==> config.mk <==
export PLATFORM = sky130hd
export DESIGN_NAME = flag_register_unit
export DESIGN_NICKNAME = d
export VERILOG_FILES = /design/src/rtl/flag_pkg.sv /design/src/rtl/flag_stack.sv /design/src/rtl/flag_register_unit.sv
export SDC_FILE = /design/constraint.sdc
export NUM_CORES = 1
export LEC_CHECK = 0
export ABC_AREA = 1
export BUFFER_PORTS_ARGS = -buffer_cell sky130_fd_sc_hd__clkbuf_2
export CAP_MARGIN = 10
export CORE_AREA = 2 2 39 41
export CTS_BUF_LIST = sky130_fd_sc_hd__clkbuf_8
export CTS_CLUSTER_SIZE = 28
export DETAILED_ROUTE_END_ITERATION = 6
export DIE_AREA = 0 0 41 43
export GPL_TIMING_DRIVEN = 0
export SYNTH_ARGS = -nofsm -noshare
export SYNTH_HDL_FRONTEND = slang
export SYNTH_SLANG_ARGS = --single-unit
==> constraint.sdc <==
create_clock -name clk -period 1.1 [get_ports clk]
set_input_delay 0.11 -clock clk [delete_from_list [all_inputs] [get_ports clk]]
set_output_delay 0.11 -clock clk [all_outputs]
set_load 0.02 [all_outputs]
==> src/rtl/flag_pkg.sv <==
// Shared flag definitions: bit positions, the flag word type and the condition codes
// decoded by the conditional-jump flag tester.
package flag_pkg;

  localparam int unsigned FLG_Z = 0;
  localparam int unsigned FLG_C = 1;
  localparam int unsigned FLG_S = 2;
  localparam int unsigned FLG_O = 3;

  typedef logic [3:0] flags_t;

  localparam logic [3:0] CC_TRUE  = 4'b0000;
  localparam logic [3:0] CC_O     = 4'b0011;
  localparam logic [3:0] CC_S     = 4'b0100;
  localparam logic [3:0] CC_Z     = 4'b0101;
  localparam logic [3:0] CC_C     = 4'b0110;
  localparam logic [3:0] CC_SZ    = 4'b0111;
  localparam logic [3:0] CC_FORCE = 4'b1100;
  localparam logic [3:0] CC_NEVER = 4'b1111;

  // Bitwise select: take nxt where wen is set, keep cur elsewhere.
  function automatic flags_t merge_flags(flags_t cur, flags_t nxt, flags_t wen);
    return (nxt & wen) | (cur & ~wen);
  endfunction

endpackage

==> src/rtl/flag_stack.sv <==
// LIFO of flag words for call/interrupt save/restore. Illegal operations (push when
// full, pop when empty, push and pop together) leave the stack untouched and set a sticky error.
module flag_stack
  import flag_pkg::*;
#(
  parameter int unsigned Depth  = 8,
  parameter int unsigned DepthW = $clog2(Depth + 1)
) (
  input  logic              clk,
  input  logic              rst,
  input  logic              push,
  input  logic              pop,
  input  flags_t            din,
  output flags_t            top,
  output logic              pop_ok,
  output logic              empty,
  output logic              full,
  output logic [DepthW-1:0] depth,
  output logic              err
);

  localparam int unsigned AddrW = (Depth > 1) ? $clog2(Depth) : 1;

  logic [DepthW-1:0] sp_q, sp_d;
  logic              err_q, err_d;
  logic              do_push, do_pop;
  logic [AddrW-1:0]  wr_idx, rd_idx;
  flags_t            mem_q [Depth];

  assign empty  = (sp_q == '0);
  assign full   = (sp_q == DepthW'(Depth));
  assign depth  = sp_q;
  assign err    = err_q;
  assign pop_ok = do_pop;

  assign wr_idx = AddrW'(sp_q);
  assign rd_idx = AddrW'(sp_q - DepthW'(1));
  assign top    = mem_q[rd_idx];

  always_comb begin
    sp_d    = sp_q;
    err_d   = err_q;
    do_push = 1'b0;
    do_pop  = 1'b0;
    if (push && pop) begin
      err_d = 1'b1;
    end else if (push) begin
      if (full) begin
        err_d = 1'b1;
      end else begin
        do_push = 1'b1;
        sp_d    = sp_q + DepthW'(1);
      end
    end else if (pop) begin
      if (empty) begin
        err_d = 1'b1;
      end else begin
        do_pop = 1'b1;
        sp_d   = sp_q - DepthW'(1);
      end
    end
  end

  always_ff @(posedge clk) begin
    if (rst) begin
      sp_q  <= '0;
      err_q <= 1'b0;
    end else begin
      sp_q  <= sp_d;
      err_q <= err_d;
    end
  end

  // Contents are don't-care after reset; only the pointer is cleared.
  always_ff @(posedge clk) begin
    if (do_push) begin
      mem_q[wr_idx] <= din;
    end
  end

endmodule

==> src/rtl/flag_register_unit.sv <==
// Architectural Z/C/S/O flag register with masked ALU update, zero-latency forward and,
// when FLAG_STACK_EN is defined, a save/restore stack.
module flag_register_unit
  import flag_pkg::*;
#(
  parameter int unsigned STK_DEPTH = 8,
  parameter logic [3:0]  RST_FLAGS = 4'b0000
) (
  input  logic                           clk,
  input  logic                           rst,
  input  logic [3:0]                     alu_zcso,
  input  logic                           alu_valid,
  input  logic [3:0]                     flag_wmask,
  input  logic                           flag_clr,
  input  logic                           flag_push,
  input  logic                           flag_pop,
  output logic [3:0]                     rflag_zcso,
  output logic [3:0]                     fwd_zcso,
  output logic                           stk_empty,
  output logic                           stk_full,
  output logic [$clog2(STK_DEPTH+1)-1:0] stk_depth,
  output logic                           stk_err
);

  flags_t flags_q, flags_d;
  flags_t alu_next;
  flags_t pop_data;
  logic   pop_ok;

  assign alu_next = merge_flags(flags_q, alu_zcso, flag_wmask & {4{alu_valid}});

`ifdef FLAG_STACK_EN
  flag_stack #(
    .Depth  (STK_DEPTH),
    .DepthW ($clog2(STK_DEPTH + 1))
  ) u_flag_stack (
    .clk    (clk),
    .rst    (rst),
    .push   (flag_push),
    .pop    (flag_pop),
    .din    (flags_q),
    .top    (pop_data),
    .pop_ok (pop_ok),
    .empty  (stk_empty),
    .full   (stk_full),
    .depth  (stk_depth),
    .err    (stk_err)
  );
`else
  logic unused_stk_ctrl;
  assign unused_stk_ctrl = flag_push ^ flag_pop;
  assign pop_data  = '0;
  assign pop_ok    = 1'b0;
  assign stk_empty = 1'b1;
  assign stk_full  = 1'b0;
  assign stk_depth = '0;
  assign stk_err   = 1'b0;
`endif

  // A legal pop still consumes its entry when flag_clr wins the register.
  always_comb begin
    flags_d = alu_next;
    if (flag_clr) begin
      flags_d = RST_FLAGS;
    end else if (pop_ok) begin
      flags_d = pop_data;
    end
  end

  assign fwd_zcso   = flags_d;
  assign rflag_zcso = flags_q;

  always_ff @(posedge clk) begin
    if (rst) begin
      flags_q <= RST_FLAGS;
    end else begin
      flags_q <= flags_d;
    end
  end

endmodule

# --- Word-level counts from Yosys, hierarchy flattened ---
# Cells that the tools add are included.
classes:
  n_mux: 1
  bitwise: 5
op_table:
  columns: ["cell", "count"]
  rows:
  - ["bitwise AND 4 bit", 3]
  - ["two-way mux 4 bit", 1]
  - ["inverter 4 bit", 1]
  - ["bitwise OR 4 bit", 1]
word_totals:
  output_inout_bits: 15
  input_bits: 14
  reg_bits: 4

# --- Longest topological paths before layout ---
logic_depth:
  word_depth: 5
  ltp_mapped: 5
  depth_no_buf: 4

# --- Worst setup path before layout ---
# Ideal clock, no wire load.
synth_path:
  kind: "reg-to-output"
  start: "register flags_q[0] (netlist: rflag_zcso[0])"
  end: "output fwd_zcso[0]"
  path_stages_with_launch: 5
  setup_slack_ps: 226
  path_buffers: 0
  required_ps: 990
  t_arrival_ps: 764
  path_cell_list: "dfxtp_1 -> inv_1 -> nand2_1 -> nand3_1 -> inv_1"
synth_between:
  elab_chain_len: 3
synth_lines:
  columns: ["element", "line", "rtl"]
  rows:
  - ["start: declaration", "flag_register_unit.sv:25", "flags_t flags_q, flags_d;"]
  - ["start signal: assignment", "flag_register_unit.sv:77", "flags_q <= flags_d;"]
  - ["bitwise AND 4 bit", "flag_pkg.sv:23", "return (nxt & wen) | (cur & ~wen);"]
  - ["bitwise OR 4 bit", "flag_pkg.sv:23", null]
  - ["two-way mux 4 bit", "flag_register_unit.sv:63", "if (flag_clr) begin"]
  - ["end: declaration", "flag_register_unit.sv:18", "output logic [3:0] fwd_zcso,"]
# No other way between the ends.

# --- Worst setup path after layout ---
layout_path:
  start: "register flags_q[3] (netlist: rflag_zcso[3])"
  end: "output fwd_zcso[3]"
# The elaborated chain is that of the path after synthesis.

==> metrics.cfg <==
[flow_run]
maxCapViolations = 0

[power]
p_int_uw = 442
p_sw_frac = 0.255
power.leakage_nw = 0.318
pwr-share-clk = 0.520
seq_power_share = 0.260
p_per_area_nw_per_um2 = 1250
peakVddDrop_mv = 0.510
power_uw = 593
comb_power_share = 0.220
power_switching_uw = 151

[die]
coreArea_um2 = 1380
rows = 14
initial_utilization = 0.206
die_height_um = 43
fp.dieW_um = 41
ioPinCount = 29
dieArea_um2 = 1760

[global_route]
grt_max_degree = 9
overflow = 0
grt_pass1_vias = 269
antenna_found_initial = 0
track_usage = 0.0883
grt_pass1_wl_um = 966

[drt]
avgRoutedWirePerCell_um = 7.58
num_vias = 303
drt_wl_total_um = 675
drtIter0Drc = 1
avgViaCountPerCell = 3.40
postRouteAntennaNets = 0
dr.pass1.iters = 2
drc = 0

[cts]
postCtsHoldBufs = 0
tritoncts = done
cts.sinks = 4
cts-root-buf = clkbuf_8
worstSkewPairLatency_ns = 0.22
htreeDepth = 1
cts_buffers = 3
clk_pin_slew_ns = 0.03
clk_path_buf_depth = 2

[timing]
slew_violations = 0
finalCriticalPeriod_ns = 1.03
rsz0062_at_grt = yes
finClkSkew_ns = 0
setup_violations = 0
setup_ws_ns = 0.0704
hold_ws_ns = 0.0902
min_period_over_period = 0.936
setup_tns_ns = 0
clock.fmax_mhz = 971
finalHoldViolCount = 0

[placement]
portBuffers = 18
placed_cell_area_um2 = 414
place_inst = 86
finalWeightedCongestion = 0.631
place_ws_ns = 0.257

[yosys]
ys_seq_area_frac = 0.281
synth_top_cell_by_area = dfxtp_1
synthCells = 47
syn_area_um2 = 285
synth-main-ff-cell = dfxtp_1
synth_edf_count = 0
ys_async_sr_fraction = 0
synth_top_area_share = 0.281
yosysWarnings = 0
synth_mux_area_frac = 0
synth-xor-area-share = 0
synth_top_family_by_area = buffers and inverters
ys_top_cells_by_area = dfxtp_1, buf_4, inv_1
synth-compound-area-share = 0
syn_avg_cell_area_um2 = 6.07
synth-simple-area-share = 0.298
netlist-cell-type-count = 8
synthMostInstantiatedCell = inv_1
synth_common_cells = inv_1, nand2_1, nand3_1
synth_adder_area_share = 0
ys_seq_elements = 4

[finish]
diodes = 0
drive_above_1_share = 0.452
utilization = 0.343
nNetsFinal = 89
largest_reg_flops = 4
area_growth_pct = 66.2
fillers = 165
finalNonFillerCells = 89
design_area_um2 = 474

[critical_path]
required_ns = 0.99
r2r-start = rflag_zcso[0]
ff2ff_setup_slack_ns = 0.43
critPathLaunch = rflag_zcso[3]
cp_max_fo = 2
reg2reg_to = rflag_zcso[0]
cp-end-kind = primary output
critical_path_arrival_ns = 0.92
criticalPathCategory = register to primary output
start_kind = register
rr_worst_depth = 4

[hold_path]
whs_path_depth = 2
hp-start = rst
worstHoldEndpoint = rflag_zcso[2]
hold_class = input pin to register

[run_status]
status = completed

kinds of logic (layout without fill, tap and decap cells):
logic type    after synthesis  in the layout
buf+inv                    21             42
flops                       4              4
other cells                 2              7
simple gates               20             20
cell type report:
class,instances,area (um^2),share of cell area
well taps,16,20.0,0.0422
plain buffers,8,63.8,0.135
multi-input cells,27,116,0.245
repair buffers,18,100,0.211
clock buffers,3,41.3,0.0871
inverters,13,48.8,0.103
flip-flops and latches,4,83.8,0.177
how the worst max path moves through the flow:
stage	end	slack, ns
floorplan	fwd_zcso[0]	0.23
global placement	fwd_zcso[1]	0.27
detailed placement	fwd_zcso[0]	0.26
CTS	fwd_zcso[0]	0.02
global route	fwd_zcso[3]	-0.007
finish	fwd_zcso[3]	0.07
routing by layer:
| metal | GRT usage | share of wire |
|---|---|---|
| met5 | 0 | 0 |
| met3 | 0.0471 | 0.18 |
| met4 | 0.0800 | 0.027 |
| met2 | 0.109 | 0.43 |
| met1 | 0.103 | 0.36 |
cell usage in the layout, fill, tap and decap left out, drive strengths merged:
cell type and count:
dfxtp 4, nand3 8, inv 13, clkbuf 17, buf 12, nor2 4, conb 7, nand2 8
worst max-delay path, stage by stage (launching register included):
cell and delay, ns:
dfxtp_1 0.31, inv_1 0.04, nand2_1 0.05, nand3_1 0.10, inv_1 0.07, buf_4 0.13
power by group through the flow:
stage,logic (mW),clock network [mW],registers (mW)
2_1_floorplan,0.0816,0,0.161
3_3_place_gp,0.124,0,0.155
3_5_place_dp,0.125,0,0.156
4_1_cts,0.125,0.315,0.154
5_1_grt,0.145,0.324,0.155
6_report,0.131,0.309,0.154
repair_timing:
| item | 4_1_cts | 5_1_grt |
|---|---|---|
| buffers inserted | 0 | 0 |
| endpoints found under the setup margin | 0 | 4 |
| resized for setup | 0 | 12 |
Power figures use the tool's default switching activity.
